==> src/rtl/dense_layer_sequencer.sv <==
// Walks a descriptor table in SDRAM and programs denseController layer by layer.
// Define DLS_IRQ_EN to add the sticky completion interrupt port 'irq'.
module dense_layer_sequencer #(
    parameter int unsigned DESC_STRIDE = 8,
    parameter int unsigned CNT_W       = 8
) (
    input  logic        clk,
    input  logic        reset,
    input  logic [2:0]  slave_address,
    input  logic        slave_read,
    output logic [31:0] slave_readdata,
    input  logic        slave_write,
    input  logic [31:0] slave_writedata,
    output logic        slave_waitrequest,
    output logic [31:0] mem_address,
    output logic        mem_read,
    input  logic [31:0] mem_readdata,
    input  logic        mem_waitrequest,
    output logic [2:0]  dc_address,
    output logic        dc_write,
    output logic [31:0] dc_writedata,
    input  logic        dc_waitrequest
`ifdef DLS_IRQ_EN
    ,
    output logic        irq
`endif
);

    localparam int unsigned DW         = 32;
    localparam int unsigned DESC_WORDS = 5;
    localparam int unsigned K_W        = 3;

    typedef enum logic [2:0] {
        S_IDLE,
        S_FETCH,
        S_PROG,
        S_KICK,
        S_NEXT,
        S_DONE
    } state_t;

    state_t           state_q, state_d;
    logic [K_W-1:0]   k_q, k_d;
    logic [CNT_W-1:0] idx_q, idx_d;
    logic [DW-1:0]    layer_addr_q, layer_addr_d;
    logic [DW-1:0]    desc_q [DESC_WORDS];
    logic [DW-1:0]    desc_d [DESC_WORDS];
    logic [DW-1:0]    table_base_q, table_base_d;
    logic [CNT_W-1:0] layer_count_q, layer_count_d;
    logic             done_q, done_d;
    logic             err_q, err_d;

    logic busy;
    logic wr_ctrl;
    logic start_req;
    logic start_ok;
    logic last_word;
    logic last_layer;

    assign busy       = (state_q != S_IDLE);
    assign wr_ctrl    = slave_write && (slave_address == 3'd0);
    assign start_req  = wr_ctrl && slave_writedata[0];
    assign start_ok   = start_req && !busy;
    assign last_word  = (k_q == K_W'(DESC_WORDS - 1));
    assign last_layer = ((idx_q + CNT_W'(1)) == layer_count_q);

    assign slave_waitrequest = 1'b0;

    // State register
    always_ff @(posedge clk or negedge reset) begin
        if (!reset) begin
            state_q <= S_IDLE;
        end else begin
            state_q <= state_d;
        end
    end

    // Next-state logic
    always_comb begin
        state_d = state_q;
        case (state_q)
            S_IDLE: begin
                if (start_ok) begin
                    state_d = (layer_count_q == '0) ? S_DONE : S_FETCH;
                end
            end
            S_FETCH: begin
                if (!mem_waitrequest && last_word) begin
                    state_d = S_PROG;
                end
            end
            S_PROG: begin
                if (!dc_waitrequest && last_word) begin
                    state_d = S_KICK;
                end
            end
            S_KICK: begin
                if (!dc_waitrequest) begin
                    state_d = S_NEXT;
                end
            end
            S_NEXT:  state_d = last_layer ? S_DONE : S_FETCH;
            S_DONE:  state_d = S_IDLE;
            default: state_d = S_IDLE;
        endcase
    end

    // Master-port outputs decoded from state; only one master is ever active
    always_comb begin
        mem_read     = 1'b0;
        mem_address  = '0;
        dc_write     = 1'b0;
        dc_address   = '0;
        dc_writedata = '0;
        case (state_q)
            S_FETCH: begin
                mem_read    = 1'b1;
                mem_address = layer_addr_q + DW'(k_q);
            end
            S_PROG: begin
                dc_write     = 1'b1;
                dc_address   = k_q + 3'd1;
                dc_writedata = desc_q[k_q];
            end
            S_KICK: begin
                dc_write = 1'b1;
            end
            default: ;
        endcase
    end

    // Word counter, layer index, running descriptor address and fetched words
    always_comb begin
        k_d          = k_q;
        idx_d        = idx_q;
        layer_addr_d = layer_addr_q;
        desc_d       = desc_q;
        case (state_q)
            S_IDLE: begin
                if (start_ok && (layer_count_q != '0)) begin
                    k_d          = '0;
                    idx_d        = '0;
                    layer_addr_d = table_base_q;
                end
            end
            S_FETCH: begin
                if (!mem_waitrequest) begin
                    desc_d[k_q] = mem_readdata;
                    k_d         = last_word ? '0 : k_q + K_W'(1);
                end
            end
            S_PROG: begin
                if (!dc_waitrequest) begin
                    k_d = last_word ? '0 : k_q + K_W'(1);
                end
            end
            S_NEXT: begin
                if (!last_layer) begin
                    idx_d        = idx_q + CNT_W'(1);
                    layer_addr_d = layer_addr_q + DW'(DESC_STRIDE);
                end
            end
            default: ;
        endcase
    end

    // CSR updates; configuration writes and starts are refused while a run is active
    always_comb begin
        table_base_d  = table_base_q;
        layer_count_d = layer_count_q;
        done_d        = done_q;
        err_d         = err_q;
        if (slave_write) begin
            case (slave_address)
                3'd0: begin
                    if (slave_writedata[0]) begin
                        if (busy) begin
                            err_d = 1'b1;
                        end else begin
                            done_d = 1'b0;
                            err_d  = 1'b0;
                        end
                    end
                end
                3'd1: begin
                    if (busy) begin
                        err_d = 1'b1;
                    end else begin
                        table_base_d = slave_writedata;
                    end
                end
                3'd2: begin
                    if (busy) begin
                        err_d = 1'b1;
                    end else begin
                        layer_count_d = slave_writedata[CNT_W-1:0];
                    end
                end
                default: ;
            endcase
        end
        if (state_q == S_DONE) begin
            done_d = 1'b1;
        end
    end

    // Zero-latency CSR read mux
    always_comb begin
        slave_readdata = '0;
        if (slave_read) begin
            case (slave_address)
                3'd0:    slave_readdata = {29'b0, err_q, done_q, busy};
                3'd1:    slave_readdata = table_base_q;
                3'd2:    slave_readdata = DW'(layer_count_q);
                3'd3:    slave_readdata = DW'(idx_q);
                default: slave_readdata = '0;
            endcase
        end
    end

    always_ff @(posedge clk or negedge reset) begin
        if (!reset) begin
            k_q           <= '0;
            idx_q         <= '0;
            layer_addr_q  <= '0;
            table_base_q  <= '0;
            layer_count_q <= '0;
            done_q        <= 1'b0;
            err_q         <= 1'b0;
            for (int i = 0; i < int'(DESC_WORDS); i++) begin
                desc_q[i] <= '0;
            end
        end else begin
            k_q           <= k_d;
            idx_q         <= idx_d;
            layer_addr_q  <= layer_addr_d;
            table_base_q  <= table_base_d;
            layer_count_q <= layer_count_d;
            done_q        <= done_d;
            err_q         <= err_d;
            desc_q        <= desc_d;
        end
    end

`ifdef DLS_IRQ_EN
    logic irq_q, irq_d;

    // Sticky interrupt: raised on entry to DONE, cleared by CTRL bit1 or an accepted start
    always_comb begin
        irq_d = irq_q;
        if (wr_ctrl && (slave_writedata[1] || start_ok)) begin
            irq_d = 1'b0;
        end
        if ((state_d == S_DONE) && (state_q != S_DONE)) begin
            irq_d = 1'b1;
        end
    end

    always_ff @(posedge clk or negedge reset) begin
        if (!reset) begin
            irq_q <= 1'b0;
        end else begin
            irq_q <= irq_d;
        end
    end

    assign irq = irq_q;
`endif

endmodule

==> config.mk <==
export PLATFORM = sky130hd
export DESIGN_NAME = dense_layer_sequencer
export DESIGN_NICKNAME = d
export VERILOG_FILES = /design/src/rtl/dense_layer_sequencer.sv
export SDC_FILE = /design/constraint.sdc
export NUM_CORES = 1
export LEC_CHECK = 0
export CAP_MARGIN = 40
export CORE_MARGIN = 2
export CORE_UTILIZATION = 44
export DETAILED_ROUTE_END_ITERATION = 8
export PLACE_DENSITY = 0.7
export SYNTH_ARGS = -nofsm -noshare
export SYNTH_HDL_FRONTEND = slang
export SYNTH_SLANG_ARGS = --single-unit
==> constraint.sdc <==
create_clock -name clk -period 2.6 [get_ports clk]
set_input_delay 0.39 -clock clk [delete_from_list [all_inputs] [get_ports clk]]
set_output_delay 0.39 -clock clk [all_outputs]
set_load 0.02 [all_outputs]
==> results by group <==
Status
  – Status: finished with violations
  – Failing checks: setup timing

Clock tree
  – Clk buf depth: 3
  – Clock Sinks: 248
  – TritonCTS Buffers: 27
  – # H-tree levels: 1
  – TritonCTS clock tree: yes
  – Clock-pin slew on the worst setup and hold paths: 0.06 ns
  – Clk Latency, worst-skew pair: ~0.55 ns
  – Root Buffer: clkbuf_16

Die
  – Die area: 29960 sq um
  – I/O pins: 175
  – Core area: 27930 sq um
  – Initial core utilization: 45.04%
  – Die Ht: roughly 170 um
  – Rows: 61
  – Die Wd: approximately 170 um

Critical path
  – CP arrival: between 2 and 2.5 ns
  – Crit end category: output port
  – Critical Path RT: between 2 and 2.5 ns
  – Setup Crit Path Kind: reg -> out
  – Reg2Reg Setup Slack: 0.15 ns
  – Crit-path max FO: 3
  – Cell count of the worst reg-to-reg path: 10
  – FF-to-FF End: layer_addr_q[13]$_DFFE_PN0P_
  – Type of origin of the critical path: flop
  – Worst r2r src: idx_q[1]$_DFFE_PN0P_

Layout
  – Most common cell after layout, fill and taps aside: dfrtp_1
  – Share of layout cells above drive strength 1: around two fifths
  – Fin area: about 17000 sq um
  – Final std cells w/o fill: 1837
  – Util after Layout: a little over three fifths
  – Syn-to-layout area delta: 38.61%
  – Most frequent cells in the layout: dfrtp_1 (245), mux2_2 (207), buf_4 (166)
  – Nets: roughly 1500

Power and ir drop
  – Flop pwr share: between 30% and 40%
  – Comb power frac: 46.1%
  – Cell leakage power: between 7 and 8 nW
  – Sw Ratio: 36.84%
  – Power Density: about 1100 nW/um^2
  – P_sw: roughly 7.1 mW
  – VDD IR max: 0.0006781 V
  – Power share of the clock group: 19.2%
  – Internal power: 12.18 mW
  – Final Total Pwr: 19.28 mW

Logic synthesis
  – Main combinational cell family by area after synthesis: multiplexers
  – Syn_nets: 1227
  – Main synth FF type: dfrtp_1
  – Synth unique cells: 55
  – Post-Syn Area: 12580 sq um
  – #FFs+latches synth: 248
  – Post-Syn Area per Cell: 10.98 sq um
  – YS warnings: 0
  – Asr flop ratio synth: 100.0%
  – Synth Area in XOR/XNOR: 1.671%
  – Mux cell area share after synthesis: 21.95%
  – Post-synth EDFFs: 0
  – Synth Instances: 1146
  – Post-synthesis adder-cell area fraction: 0.8553%
  – Post-synthesis sequential area ratio: 49.33%
  – Post-Synth Simple-Gate Area: 10.78%
  – Post-synthesis compound-gate area fraction: 12.56%

Timing
  – Min Clock Period, post-route: 2.852 ns
  – Final Hold Fails: 0
  – Fin Hold WS: 0.3846 ns
  – RSZ-0062 raised after global routing: yes
  – Final worst path period share: 109.7%
  – Fin worst setup slack: -0.2518 ns
  – Setup TNS: -4.343 ns
  – Endpoints failing setup: 30
  – Max Freq: between 300 and 400 MHz
  – Clk_skew: 0.02551 ns
  – Final slew viol count: 0

Global routing
  – Met2 Track Usage GR: 39.40%
  – Grt met3 use: 4.068%
  – Vias in the first global route: 10580
  – Grt met1 use: around 30%
  – Largest net degree at the start of global routing: between 60 and 70
  – Total gr overflow: 0
  – Number of antenna violations at the first check in global routing: 1
  – Global Route Usage Sum: 22.89%
  – First-pass GRT wire length: 56310 um
  – Busiest grt layer: met2

Routing
  – DRT Pass-1 Iters: 7
  – Via-to-Cell Ratio: 5.608
  – Final WL: 35700 um
  – DRC: 0
  – Via count: roughly 10000
  – Drt wl/cell: 19.43 um
  – DR iter-0 viols: 822
  – Routed Antenna Nets: 0

Placement
  – PortBufs: between 150 and 200
  – Pre-CTS setup slack: -0.2601 ns
  – Dpl cell area: 15660 sq um
  – Final RePlAce weighted congestion: 0.8433
  – DP HPWL: between 20000 and 25000 um
  – Placed Cells: 1745

Hold path
  – Tightest Hold Check Type: in -> async

Run
  – Max Cap Viol: 0
==> logic make-up after synthesis <==
family,count (synthesis)
other cells,1
flops,248
fa+ha+maj,8
buf+inv,87
compound gates,258
mux,246
simple gates,274
xor+xnor,24
==> sequential cells by signal (all words and copies together), names as in the netlist <==
name           flops
done_q             1
k_q                3
table_base_q      32
idx_q              8
state_q            3
layer_addr_q      32
layer_count_q      8
err_q              1
desc_q           160
==> synthesized netlist by cell type, types with 3 or more instances <==
master / instances / area, sq um
a22oi_1: 41 / 307.8
clkbuf_1: 40 / 150.1
buf_2: 11 / 55.05
nand4_1: 6 / 37.54
or3_1: 17 / 106.4
xor2_1: 6 / 52.55
a211o_1: 3 / 26.28
or4_1: 4 / 30.03
xnor2_1: 18 / 157.7
o41ai_1: 3 / 26.28
a31oi_1: 8 / 50.05
nor2_1: 97 / 364.1
o22ai_1: 12 / 75.07
nor3_1: 17 / 85.08
and2_1: 31 / 193.9
nand2b_1: 3 / 18.77
nor2b_1: 10 / 62.56
buf_1: 21 / 78.83
nand3_1: 28 / 140.1
o21ai_0: 47 / 235.2
mux4_2: 3 / 67.56
and4_1: 4 / 35.03
mux2_2: 207 / 2331
nand2_1: 37 / 138.9
and3_1: 10 / 62.56
o22a_1: 5 / 43.79
a21oi_1: 108 / 540.5
mux2i_1: 34 / 340.3
dfrtp_1: 248 / 6206
ha_1: 7 / 87.58
inv_1: 11 / 41.29
buf_4: 4 / 30.03
a2bb2oi_1: 14 / 122.6
a21o_1: 4 / 30.03
==> routing by layer <==
| metal | vias to the layer above | routed length [um] |
|---|---|---|
| li1 | 4768 | - |
| met1 | 5130 | 15340 |
| met2 | 333 | 17440 |
| met3 | 71 | 2089 |
| met4 | 0 | 829 |
| met5 | - | 0 |
==> power by group through the flow <==
stage | clock network (mW) | registers, mW | logic (mW)
finish | 3.70 | 6.69 | 8.89
global route | 3.93 | 6.89 | 9.54
CTS | 3.78 | 6.62 | 8.21
detailed placement | 0 | 6.66 | 7.81
global placement | 0 | 6.56 | 7.67
floorplan | 0 | 6.35 | 4.77
==> repair_timing <==
action	CTS	global route
buffers inserted	25	13
resized for setup	380	146
gates cloned	5	2
hold endpoints to repair	44	0
setup endpoints to repair	93	97
pin swaps	27	64
hold buffers	1	0
==> worst max-delay path: stages, from the launching register on <==
cell and delay [ns]:
dfrtp_1 0.43, ha_4 0.17, nand3_4 0.09, nor4_4 0.24, and2_4 0.21, and4_4 0.21, nand2_2 0.05, xor2_1 0.14
nor2_1 0.19, buf_4 0.19
==> area by class of cell <==
| class | count | area [sq um] |
|---|---|---|
| repair buffers | 343 | 3271 |
| inverters | 11 | 45.04 |
| multi-input cells | 811 | 6588 |
| well taps | 378 | 473.0 |
| flip-flops and latches | 248 | 6210 |
| clock buffers | 42 | 792.0 |
| clock inverters | 3 | 57.56 |
| diodes | 1 | 2.502 |
| fillers | 2212 | 10500 |
==> worst max-delay path by stage <==
stage	slack [ns]	startpoint	to
3_5_place_dp	-0.26	layer_addr_q[11]$_DFFE_PN0P_	mem_address[26]
6_report	-0.25	layer_addr_q[3]$_DFFE_PN0P_	mem_address[29]
3_3_place_gp	-0.25	k_q[0]$_DFFE_PN0P_	mem_address[22]
5_1_grt	-0.34	layer_addr_q[4]$_DFFE_PN0P_	mem_address[29]
4_1_cts	-0.27	layer_addr_q[4]$_DFFE_PN0P_	mem_address[29]
2_1_floorplan	0.06	layer_addr_q[3]$_DFFE_PN0P_	mem_address[25]
Note: power is estimated with default switching activity, not from simulation.
